**src/rtl/dff_pipe.sv**
```systemverilog
// dff_pipe: WIDTH-bit, DEPTH-stage registered delay line with a valid tag per
// stage, clock enable, synchronous clear, a combinational tap selector and a
// registered count of how many stages currently hold valid data.
// With DEPTH=1, WIDTH=1, EN=1, DV=1, CLR=0 the Q output is a plain D flip-flop.
module dff_pipe #(
    parameter int unsigned       WIDTH     = 8,
    parameter int unsigned       DEPTH     = 4,
    parameter logic [WIDTH-1:0]  RESET_VAL = '0,
    localparam int unsigned      TW        = (DEPTH > 1) ? $clog2(DEPTH) : 1,
    localparam int unsigned      CW        = $clog2(DEPTH + 1)
) (
    input  logic             CLK,
    input  logic             RSTN,
    input  logic             EN,
    input  logic             CLR,
    input  logic [WIDTH-1:0] D,
    input  logic             DV,
    input  logic [TW-1:0]    TAP_SEL,
    output logic [WIDTH-1:0] Q,
    output logic             QV,
    output logic [WIDTH-1:0] TAP,
    output logic             TAPV,
    output logic [CW-1:0]    FILL
);

    // Flattened view of every stage, index 0 is the newest entry.
    logic [DEPTH-1:0][WIDTH-1:0] stage_data;
    logic [DEPTH-1:0]            stage_valid;

    // Occupancy counter, kept in step with the valid tags.
    logic [CW-1:0]               fill_reg;
    logic [CW-1:0]               fill_next;

    // Tap mux result.
    logic [WIDTH-1:0]            tap_data;
    logic                        tap_valid;

    genvar gi;
    generate
        for (gi = 0; gi < DEPTH; gi++) begin : g_stage
            logic [WIDTH-1:0] data_reg;
            logic             valid_reg;
            logic [WIDTH-1:0] src_data;
            logic             src_valid;

            // Stage 0 loads from the ports; every later stage loads from
            // its predecessor, so the whole line advances together.
            if (gi == 0) begin : g_head
                assign src_data  = D;
                assign src_valid = DV;
            end else begin : g_body
                assign src_data  = stage_data[gi-1];
                assign src_valid = stage_valid[gi-1];
            end

            // One pipeline stage: clear beats enable; data moves even when
            // the valid tag is 0, because the tag only qualifies the word.
            always_ff @(posedge CLK or negedge RSTN) begin
                if (!RSTN) begin
                    data_reg  <= RESET_VAL;
                    valid_reg <= 1'b0;
                end else if (CLR) begin
                    data_reg  <= RESET_VAL;
                    valid_reg <= 1'b0;
                end else if (EN) begin
                    data_reg  <= src_data;
                    valid_reg <= src_valid;
                end
            end

            assign stage_data[gi]  = data_reg;
            assign stage_valid[gi] = valid_reg;
        end
    endgenerate

    // Occupancy follows what enters stage 0 and what leaves the last stage;
    // a word entering while another leaves leaves the count unchanged.
    always_comb begin
        fill_next = fill_reg;
        if (CLR) begin
            fill_next = '0;
        end else if (EN) begin
            case ({DV, stage_valid[DEPTH-1]})
                2'b10:   fill_next = fill_reg + CW'(1);
                2'b01:   fill_next = fill_reg - CW'(1);
                default: fill_next = fill_reg;
            endcase
        end
    end

    // Occupancy register, cleared together with the valid tags.
    always_ff @(posedge CLK or negedge RSTN) begin
        if (!RSTN) begin
            fill_reg <= '0;
        end else begin
            fill_reg <= fill_next;
        end
    end

    // Tap selection; out-of-range selects fall back to the last stage, which
    // also makes the selector a don't-care when there is only one stage.
    always_comb begin
        tap_data  = stage_data[DEPTH-1];
        tap_valid = stage_valid[DEPTH-1];
        for (int k = 0; k < int'(DEPTH); k++) begin
            if (int'(TAP_SEL) == k) begin
                tap_data  = stage_data[k];
                tap_valid = stage_valid[k];
            end
        end
    end

    assign Q    = stage_data[DEPTH-1];
    assign QV   = stage_valid[DEPTH-1];
    assign TAP  = tap_data;
    assign TAPV = tap_valid;
    assign FILL = fill_reg;

endmodule

```
**config.mk**
```make
export PLATFORM = sky130hd
export DESIGN_NAME = dff_pipe
export DESIGN_NICKNAME = d
export VERILOG_FILES = /design/src/rtl/dff_pipe.sv
export SDC_FILE = /design/constraint.sdc
export NUM_CORES = 1
export LEC_CHECK = 0
export ABC_AREA = 1
export CAP_MARGIN = 0
export CORE_MARGIN = 2
export CORE_UTILIZATION = 46
export DETAILED_ROUTE_END_ITERATION = 12
export MAX_ROUTING_LAYER = met4
export PLACE_DENSITY_LB_ADDON = 0.3
export SLEW_MARGIN = 30
export SYNTH_ARGS = -nofsm -noshare
export SYNTH_HDL_FRONTEND = slang
export SYNTH_SLANG_ARGS = --single-unit
```
**constraint.sdc**
```tcl
create_clock -name CLK -period 1.3 [get_ports CLK]
set_clock_uncertainty 0.2 [all_clocks]
set_input_delay 0.26 -clock CLK [delete_from_list [all_inputs] [get_ports CLK]]
set_output_delay 0.26 -clock CLK [all_outputs]
set_load 0.01 [all_outputs]
```
==> metrics.txt, run 1 <==
status=finished with violations; largest net degree at the start of global routing=40; Longest Clk Path Bufs=2; syn_area_per_cell=8.92 sq um; Synth Warn #=0; WL/cell=roughly 15 microns; vias in the first global route=1684; Detailed Place HPWL=2670 microns; M1 wire length=2140 microns; DR pass1 iterations=6; clock root buffer=clkbuf_8; Yosys reg bits=39; fmax=between 600 and 700 MHz; Top Ports=36; Placeable Area=~3700 sq um; FF-to-FF Start=QV; most common cell after layout, fill and taps aside=dfrtp_1; vias per inst=~5.3; CP endpoint kind=primary output; Crit Path Class=register to primary output; Rel. slew slack=0.854; die height=around 67 microns; Worst R2R Setup Slack=-0.30 ns; TritonCTS buffer count=5; Final Non-Filler Cells=around 330; Setup crit start=Q[5]; worst-path maximum fanout=2; Die Width=between 60 and 70 microns; placed instance area=2450 sq um; class of the worst hold path=primary input to register; num rows=22; # DRC=0; initial antenna violation count=0; Design Area, Final=approximately 2800 sq um; Die Area=4450 sq um; FF-to-FF path depth=11; top cells by area, synth=dfrtp_1 54%, nand2_1 11%, inv_1 9.5%; met2 WL post-DR=roughly 2500 microns; worst hold start=CLR; max layer used=met4; final worst path period share=1.23; Worst R2R End=FILL[2]; max reg flops=24; Syn Std Cell Area=between 1500 and 2000 sq um; CP required=between 0.8 and 0.9 ns; H-tree levels=2; area grow syn2layout=57.4%; layout cells sized above 1=0.441; PortBufs=35; Starting Density=0.487; commonest non-fill, non-tap cells in the layout=38 x dfrtp_1, 36 x nand2_1, 35 x inv_1; Worst Hold End=FILL[0]; fill count=between 200 and 250; worst-margin pin slew=0.218 ns; sequential area share after synthesis=0.539; failing checks=negative setup slack; Slew Viols, Final=0; LEAKAGE=approximately 1.4 nW; Gate Count Post-Synth=just over 200; routability-driven placement congestion ratio=roughly 0.86; power density over the cells=around 960 nW/um^2; total track usage=0.251; pre-CTS setup slack=-1.08 ns; post-route ant nets=0; first-pass GRT wire length=around 8000 microns; GR Overflow Total=0; placed cells=slightly above 300; setup TNS=-3.14 ns; Initial DRC Count=162; library cells used by synthesis=18; worst hold path cell count=5; Clock Latency Late Sink=approximately 0.29 ns; Worst EP arrival=about 1.1 ns; Worst-path clk slew=~0.08 ns; final worst setup slack=-0.295 ns; nets=around 300; TritonCTS clock tree=done; wirelength, routed=5180 microns; antenna fix cells=0; top-area cell type share of the netlist area=0.539; Synth Net Count=about 220; via count=~1800; Final setup viols=19; met3 WL=roughly 400 microns; dominant cell type by area after synthesis=dfrtp_1; Final min period=between 1.5 and 2 ns; RSZ-0062 raised after global routing=true; Max-Cap Viols=0; VDD IR max=roughly 0.76 mV; CTS Sinks=39; startpoint types=register; Final Hold Viols=0
[Yosys cell counts]
library cell	instances
nand2_1	52
inv_1	46
dfrtp_1	39
o22ai_1	26
o21ai_0	9
o2111ai_1	8
buf_4	3
buf_6	3
nand3_1	3
o21ai_2	3
nor2_1	2
nor2_2	2
o22ai_2	2
buf_8	1
ha_1	1
inv_2	1
or2_1	1
xor2_1	1
[per-stage QoR]
step                       util  power [mW]  hold slack [ns]
after floorplan               -        1.44           -0.236
after global placement    0.660        1.62           0.0446
after detailed placement  0.660        1.62           0.0431
after CTS                 0.738        2.71            0.266
after global routing      0.767        2.84            0.272
final                     0.767        2.74            0.240
[area by class of cell]
cell class / count / area [sq um] / area share
multi-input combinational: 110 / 739 / 0.260
inverter: 47 / 181 / 0.0637
clock buffer: 6 / 82.6 / 0.0290
sequential: 39 / 977 / 0.343
timing repair buffer: 82 / 773 / 0.271
tap: 48 / 60.1 / 0.0211
clock inverter: 2 / 35.0 / 0.0123
[kinds of logic (layout without fill, tap and decap cells)]
group           after synthesis  in the layout  synth area share
compound gates               48             48             0.182
buf+inv                      54            137             0.137
fa+ha+maj                     1              1           0.00691
xor+xnor                      1              1           0.00484
flops                        39             39             0.539
simple gates                 60             60             0.131
[worst max-delay path by stage]
stage | to | slack (ns)
after CTS | TAP[5] | -0.35
after global placement | TAP[5] | -1.03
after global routing | TAP[5] | -0.39
final | TAP[5] | -0.30
after floorplan | FILL[2] | -0.13
after detailed placement | TAP[5] | -1.08
[layer usage]
metal	up-vias	global-route usage
li1	830	-
met1	862	0.329
met2	77	0.388
met3	12	0.0574
met4	0	0.0842
met5	-	-
[worst max-delay path, cell delays in order, from the launching register on]
cell     delay, ns
dfrtp_1       0.36
inv_2         0.05
o21ai_2       0.10
nor2_1        0.05
o21ai_1       0.14
buf_2         0.16
[power by group]
part / leakage (nW) / total [mW] / switching, mW / internal, mW
Combinational: 0.790 / 0.408 / 0.215 / 0.193
Sequential: 0.534 / 1.27 / 0.0226 / 1.25
Clock: 0.0612 / 1.06 / 0.438 / 0.621
Total: 1.39 / 2.74 / 0.676 / 2.06
[repair_timing]
item,4_1_cts,5_1_grt
hold buffers,1,0
endpoints found under the hold margin,39,0
gates resized for setup,142,23
buffers inserted,5,11
gates cloned,2,0
pin swaps,17,21
endpoints found under the setup margin,41,41
No activity file was read; power rests on OpenSTA's default activity.
==> run 2, diff against run 1 <==
SLEW_MARGIN = 20   (was 30)
==> results of run 2 <==
The final DEF is identical to that of run 1; final timing and power are the same.
